<file path="src/rtl/xgmii_pkg.sv">
// rtl/xgmii_pkg.sv - XGMII character constants, FSM states and lane-index width
package xgmii_pkg;

  localparam logic [7:0] CH_START = 8'hFB;
  localparam logic [7:0] CH_TERM  = 8'hFD;
  localparam logic [7:0] CH_ERROR = 8'hFE;
  localparam logic [7:0] CH_IDLE  = 8'h07;
  localparam logic [7:0] CH_PRE   = 8'h55;
  localparam logic [7:0] CH_SFD   = 8'hD5;

  localparam int LANE_W = 3;

  // Frame FSM states
  localparam logic [1:0] ST_IDLE = 2'd0;
  localparam logic [1:0] ST_PRE  = 2'd1;
  localparam logic [1:0] ST_DATA = 2'd2;

endpackage

</file>
<file path="src/rtl/xgmii_lane_decode.sv">
// rtl/xgmii_lane_decode.sv - per-word XGMII lane classification (combinational)
module xgmii_lane_decode
  import xgmii_pkg::*;
(
  input  logic [63:0]       rxd,
  input  logic [7:0]        rxc,
  input  logic              skip_lo,
  output logic              start0,
  output logic              start4,
  output logic              term_valid,
  output logic [LANE_W-1:0] term_lane,
  output logic              err_any,
  output logic              pre0_ok,
  output logic              pre4a_ok,
  output logic              pre4b_ok
);

  logic term_seen;

  assign start0   = rxc[0] && (rxd[7:0] == CH_START);
  assign start4   = rxc[4] && (rxd[39:32] == CH_START);
  assign pre0_ok  = (rxc[7:1] == 7'd0) && (rxd[55:8] == {6{CH_PRE}}) && (rxd[63:56] == CH_SFD);
  assign pre4a_ok = (rxc[7:5] == 3'd0) && (rxd[63:40] == {3{CH_PRE}});
  assign pre4b_ok = (rxc[3:0] == 4'd0) && (rxd[23:0] == {3{CH_PRE}}) && (rxd[31:24] == CH_SFD);

  // Lowest TERMINATE lane, and any control character in data lanes ahead of it.
  // skip_lo excludes lanes 0-3, which hold preamble/SFD on the word after a lane-4 start.
  always_comb begin
    term_valid = 1'b0;
    term_lane  = '0;
    err_any    = 1'b0;
    term_seen  = 1'b0;
    for (int i = 7; i >= 0; i--) begin
      if (rxc[i] && (rxd[8*i +: 8] == CH_TERM)) begin
        term_valid = 1'b1;
        term_lane  = LANE_W'(i);
      end
    end
    for (int i = 0; i < 8; i++) begin
      if (rxc[i] && (rxd[8*i +: 8] == CH_TERM)) begin
        term_seen = 1'b1;
      end else if (!term_seen && rxc[i] && !(skip_lo && (i < 4))) begin
        err_any = 1'b1;
      end
    end
  end

endmodule

</file>
<file path="src/rtl/xgmii_rx_monitor.sv">
// rtl/xgmii_rx_monitor.sv - XGMII receive frame monitor: framing, length, classification, statistics
module xgmii_rx_monitor
  import xgmii_pkg::*;
#(
  parameter int MIN_LEN = 64,
  parameter int MAX_LEN = 1518
) (
  input  logic        xgmii_clk,
  input  logic        sys_rst_n,
  input  logic [63:0] xgmii_rxd,
  input  logic [7:0]  xgmii_rxc,
  input  logic        link_up,
  input  logic        stats_clear,
  output logic        frame_valid,
  output logic [15:0] frame_len,
  output logic        frame_err,
  output logic [31:0] good_frames,
  output logic [31:0] bad_frames,
  output logic [47:0] rx_bytes
);

  localparam logic [15:0] MIN16 = 16'(MIN_LEN);
  localparam logic [15:0] MAX16 = 16'(MAX_LEN);

  logic [1:0]        state;
  logic [15:0]       len_acc;
  logic              pre_bad;
  logic              err_seen;

  logic              start0, start4, term_valid, err_any;
  logic              pre0_ok, pre4a_ok, pre4b_ok;
  logic [LANE_W-1:0] term_lane;

  logic              in_frame, in_pre, term_lt4, abort, end_term, new_frame, report;
  logic [3:0]        add_len;
  logic [16:0]       sum;
  logic [15:0]       len_next, rep_len;
  logic              pre_cur, rep_err;

  xgmii_lane_decode u_decode (
    .rxd        (xgmii_rxd),
    .rxc        (xgmii_rxc),
    .skip_lo    (in_pre),
    .start0     (start0),
    .start4     (start4),
    .term_valid (term_valid),
    .term_lane  (term_lane),
    .err_any    (err_any),
    .pre0_ok    (pre0_ok),
    .pre4a_ok   (pre4a_ok),
    .pre4b_ok   (pre4b_ok)
  );

  assign in_frame = (state != ST_IDLE);
  assign in_pre   = (state == ST_PRE);
  assign term_lt4 = term_valid && !term_lane[2];

  // Word classification: abort on a START not preceded by a terminate, and length bookkeeping
  always_comb begin
    abort     = in_frame && (start0 || (start4 && !term_lt4));
    end_term  = in_frame && term_valid && !abort;
    new_frame = in_frame ? (abort || (end_term && start4)) : (start0 || start4);
    report    = abort || end_term;
    if (in_pre) begin
      add_len = term_valid ? (term_lane[2] ? {2'b00, term_lane[1:0]} : 4'd0) : 4'd4;
    end else begin
      add_len = term_valid ? {1'b0, term_lane} : 4'd8;
    end
    sum      = {1'b0, len_acc} + {13'd0, add_len};
    len_next = sum[16] ? 16'hFFFF : sum[15:0];
    pre_cur  = pre_bad || (in_pre && !pre4b_ok);
    rep_len  = abort ? len_acc : len_next;
    rep_err  = abort || pre_cur || err_seen || err_any ||
               (len_next < MIN16) || (len_next > MAX16);
  end

  // Frame FSM and per-frame accumulators; link loss drops the partial frame silently
  always_ff @(posedge xgmii_clk or negedge sys_rst_n) begin
    if (!sys_rst_n) begin
      state    <= ST_IDLE;
      len_acc  <= '0;
      pre_bad  <= 1'b0;
      err_seen <= 1'b0;
    end else if (!link_up) begin
      state    <= ST_IDLE;
      len_acc  <= '0;
      pre_bad  <= 1'b0;
      err_seen <= 1'b0;
    end else if (new_frame) begin
      state    <= start0 ? ST_DATA : ST_PRE;
      len_acc  <= '0;
      pre_bad  <= start0 ? !pre0_ok : !pre4a_ok;
      err_seen <= 1'b0;
    end else if (end_term) begin
      state    <= ST_IDLE;
      len_acc  <= '0;
      pre_bad  <= 1'b0;
      err_seen <= 1'b0;
    end else if (in_frame) begin
      state    <= ST_DATA;
      len_acc  <= len_next;
      pre_bad  <= pre_cur;
      err_seen <= err_seen || err_any;
    end
  end

  // Registered frame report; length and error hold until the next report
  always_ff @(posedge xgmii_clk or negedge sys_rst_n) begin
    if (!sys_rst_n) begin
      frame_valid <= 1'b0;
      frame_len   <= '0;
      frame_err   <= 1'b0;
    end else begin
      frame_valid <= report && link_up;
      if (report && link_up) begin
        frame_len <= rep_len;
        frame_err <= rep_err;
      end
    end
  end

  // Statistics counters; clear takes priority over a concurrent increment
  always_ff @(posedge xgmii_clk or negedge sys_rst_n) begin
    if (!sys_rst_n) begin
      good_frames <= '0;
      bad_frames  <= '0;
      rx_bytes    <= '0;
    end else if (stats_clear) begin
      good_frames <= '0;
      bad_frames  <= '0;
      rx_bytes    <= '0;
    end else if (report && link_up) begin
      if (rep_err) begin
        bad_frames <= bad_frames + 32'd1;
      end else begin
        good_frames <= good_frames + 32'd1;
        rx_bytes    <= rx_bytes + {32'd0, rep_len};
      end
    end
  end

endmodule

</file>
<file path="config.mk">
export PLATFORM = sky130hd
export DESIGN_NAME = xgmii_rx_monitor
export DESIGN_NICKNAME = d
export VERILOG_FILES = /design/src/rtl/xgmii_pkg.sv /design/src/rtl/xgmii_lane_decode.sv /design/src/rtl/xgmii_rx_monitor.sv
export SDC_FILE = /design/constraint.sdc
export NUM_CORES = 1
export LEC_CHECK = 0
export ABC_AREA = 1
export CAP_MARGIN = 20
export CORE_MARGIN = 2
export CORE_UTILIZATION = 40
export DETAILED_ROUTE_END_ITERATION = 16
export PLACE_DENSITY_LB_ADDON = 0.25
export RECOVER_POWER = 100
export SETUP_SLACK_MARGIN = 0.15
export SYNTH_ARGS = -nofsm -noshare
export SYNTH_HDL_FRONTEND = slang
export SYNTH_HIERARCHICAL = 1
export SYNTH_SLANG_ARGS = --single-unit
</file>
<file path="constraint.sdc">
create_clock -name xgmii_clk -period 5.1 [get_ports xgmii_clk]
set_clock_uncertainty 0.05 [all_clocks]
set_input_delay 0.51 -clock xgmii_clk [delete_from_list [all_inputs] [get_ports xgmii_clk]]
set_output_delay 0.51 -clock xgmii_clk [all_outputs]
set_load 0.02 [all_outputs]
</file>
==> impl_metrics.csv, run 1 <==
group,metric,value,unit
sta,fmax,0.2108,GHz
worst_hold_path,min_delay_path_depth,2,
run,maxCapViolCount,2,
global_routing,grt_pass1_wl,68900,µm
synth,synth_area,12330,µm²
die,die_h,179.6,µm
sta,rsz0062_at_grt,"true",
sta,hold_viol_final,0,
layout,drive_gt1_share,17.84,%
cts,tritoncts,"built",
die,die-area,32250,µm²
synth,async_flop_share,100.0,%
cts,clock_latency,0.44,ns
sta,drv_slew,107,
layout,final_cell_mix,"525 x nand2_1, 257 x nand3_1, 241 x nor2_1",
synth,synthCells,1921,
power,fin_total_pwr,2.853,mW
sta,worst_hold_slack,0.4285,ns
setup_path,path_class,"input pin to register",
setup_path,crit_fanout,6,
setup_path,critPathLaunchType,"input pin",
sta,setup_viol,0,
global_routing,grt_remaining_overflow,0,
worst_hold_path,hold_class,"register to register",
setup_path,crit_path_frequent_cell,"nand2_1",
cts,path_clk_slew,0.07,ns
synth,yosys_register_bits,150,
sta,fin_crit,4.745,ns
power,power_density,165.9,nW/µm²
die,boundaryPins,206,
synth,synth_compound_area_share,4.414,%
setup_path,max_stage_delay,0.51,ns
global_routing,grt_pass1_vias,13209,
sta,fin_crit_sh,93.04,%
global_routing,antenna_found_initial,0,
synth,syn_nets,2025,
setup_path,worst-path-stages,34,
drt,routed_via_density,5.184,
setup_path,critPathRequiredTime,5.37,ns
place,io_buffers,205,
status,status,"complete, but fails checks",
synth,ys_seq_area_share,30.44,%
power,p_leak,8.365,nW
synth,synth_xor_area_share,6.108,%
setup_path,critPathSlowestCell,"clkdlybuf4s50_1",
layout,layout_commonest_cell,"nand2_1",
layout,area_growth_syn_to_layout,39.46,%
synth,muxShareOfSynthArea,0,%
drt,vias,13965,
synth,ys_warn_count,6,
setup_path,r2r_setup_slack,0.79,ns
synth,synth_ff_type,"dfrtp_1",
power,ir_drop,0.2054,mV
synth,ys_types,46,
global_routing,grt_max_degree,105,
sta,worst_pin_slew,2.026,ns
cts,htreeDepth,4,
cts,clockBufferDepth,2,
drt,ant_nets,0,
setup_path,r2r_cells,30,
status,failed_checks,"max-capacitance violations, max-slew violations",
drt,wl,42910,µm
die,start_util,40.42,%
place,place_congestion,0.9650,
setup_path,cp-end-kind,"register",
synth,syn_avg_cell_area,6.419,µm²
synth,synth_edf_count,0,
synth,synth_top_family_by_area,"simple AND/OR/NAND/NOR gates",
layout,antenna_cells,0,
drt,route.detailed.drc,0,
setup_path,path_buf_inv,7,
layout,nets,2389,
cts,cts.sinks,150,
setup_path,crit_family,"simple AND/OR/NAND/NOR gates",
setup_path,worst_ep_arrival_time,5.01,ns
die,core_region_area,30510,µm²
drt,drt_iter0_drc,1021,
place,hpwl,31790,µm
cts,cts-buffers-inserted,17,
die,die_w,179.6,µm
cts,ctsRootBufferMaster,"clkbuf_16",
synth,synth-adder-area-share,2.963,%
global_routing,grt_util_all_layers,25.97,%
drt,post_drt_wl_per_cell,15.93,µm
synth,yosys.area_share.simple,46.83,%
drt,drt_first_pass_iters,8,
sta,relSlewSlack,-35.03,%
die,rows,64,
-- per-layer routing --
| layer | vias up | routed length [µm] | global-route usage (%) |
|---|---|---|---|
| li1 | 6944 | - | - |
| met1 | 6582 | 19520 | 35.59 |
| met2 | 397 | 20380 | 43.68 |
| met3 | 42 | 2272 | 3.404 |
| met4 | 0 | 739 | 5.854 |
| met5 | - | 0 | 0 |
-- per-stage QoR --
stage / TNS, ns / cells / cell area (µm²) / util, % / setup slack, ns
6_report: 0 / 2694 / 17200 / 56.37 / 0.3552
2_1_floorplan: 0 / 1921 / 12330 / - / 0.3314
5_1_grt: 0 / 2694 / 17200 / 56.37 / 0.007455
3_3_place_gp: -19.70 / 2644 / 16020 / 52.50 / -0.6272
3_5_place_dp: -25.02 / 2644 / 16020 / 52.50 / -0.8190
4_1_cts: 0 / 2677 / 16680 / 54.68 / 0.1676
-- cells in the mapped netlist (15+ instances only) --
master    instances  area share, %
nand2_1         546             17
nor2_1          262            8.0
nor3_1           63            2.6
dfrtp_1         150             30
ha_1             26            2.6
a21oi_1          28            1.1
o22ai_1          15           0.76
clkbuf_1         35            1.1
nor4_1           19           0.96
nand3_1         263             11
inv_1           203            6.2
nand3_2          27            2.2
xnor2_1          34            2.4
o21ai_0          40            1.6
xor2_1           52            3.7
nand4_1          47            2.4
-- path summary, 6_finish.rpt --
kind | startpoint | to
hold / removal | frame_len[9]$_DFFE_PN0P_ | frame_len[9]$_DFFE_PN0P_
min in group asynchronous | sys_rst_n | bad_frames[21]$_DFFE_PN0P_
hold reg to reg | frame_len[9]$_DFFE_PN0P_ | frame_len[9]$_DFFE_PN0P_
setup reg to reg | state[1]$_DFFE_PN0P_ | rx_bytes[33]$_DFFE_PN0P_
max in group asynchronous | sys_rst_n | rx_bytes[24]$_DFFE_PN0P_
setup / recovery | xgmii_rxd[52] | rx_bytes[35]$_DFFE_PN0P_
-- where the power goes --
group	total (mW)	leakage, nW	switching, mW	internal, mW
Sequential	1.21	2.09	0.0129	1.20
Clock	1.29	0.281	0.594	0.700
Combinational	0.346	6.00	0.196	0.150
-- flip-flops by register name, summed over array words and instances (netlist names) --
name,flops
bad_frames,32
err_seen,1
frame_err,1
frame_len,16
frame_valid,1
good_frames,32
len_acc,16
pre_bad,1
rx_bytes,48
state,2
-- tightest hold or removal path: stages, from the launching register on --
cell and delay, ns:
dfrtp_1 0.34, nand2_1 0.05, nand2_1 0.06
-- timing repair --
action | 4_1_cts | 5_1_grt
endpoints found under the setup margin | 41 | 41
pin swaps | 5 | 33
gates resized for setup | 34 | 122
hold buffers | 0 | 1
hold endpoints to repair | 0 | 35
buffers inserted | 1 | 15
-- logic make-up (layout without fill, tap and decap cells) --
logic type | Yosys count | count (layout)
simple gates | 1283 | 1283
fa+ha+maj | 28 | 28
buf+inv | 275 | 652
flops | 150 | 150
compound gates | 99 | 99
xor+xnor | 86 | 86
-- area by class of cell --
class                      instances  area, µm²
clock inverter                    14      140.1
sequential                       150       3754
tap                              396      495.5
multi-input combinational       1496       7951
clock buffer                      18      439.2
fill                            2945      13310
inverter                         212      795.8
timing repair buffer             408       3622
Power figures use the tool's default switching activity.
==> run 2, diff against run 1 <==
--- a/constraint.sdc
+++ b/constraint.sdc
@@ -3,3 +3,3 @@
 set_input_delay 0.51 -clock xgmii_clk [delete_from_list [all_inputs] [get_ports xgmii_clk]]
 set_output_delay 0.51 -clock xgmii_clk [all_outputs]
-set_load 0.02 [all_outputs]
+set_load 0.05 [all_outputs]
==> results of run 2 <==
The final DEF is identical to that of run 1. Status: complete, but fails checks: max-capacitance violations, max-slew violations.
Main changes from that run: total power 2.853 mW -> 2.871 mW; worst IR drop on VDD 0.2054 mV -> 0.2058 mV
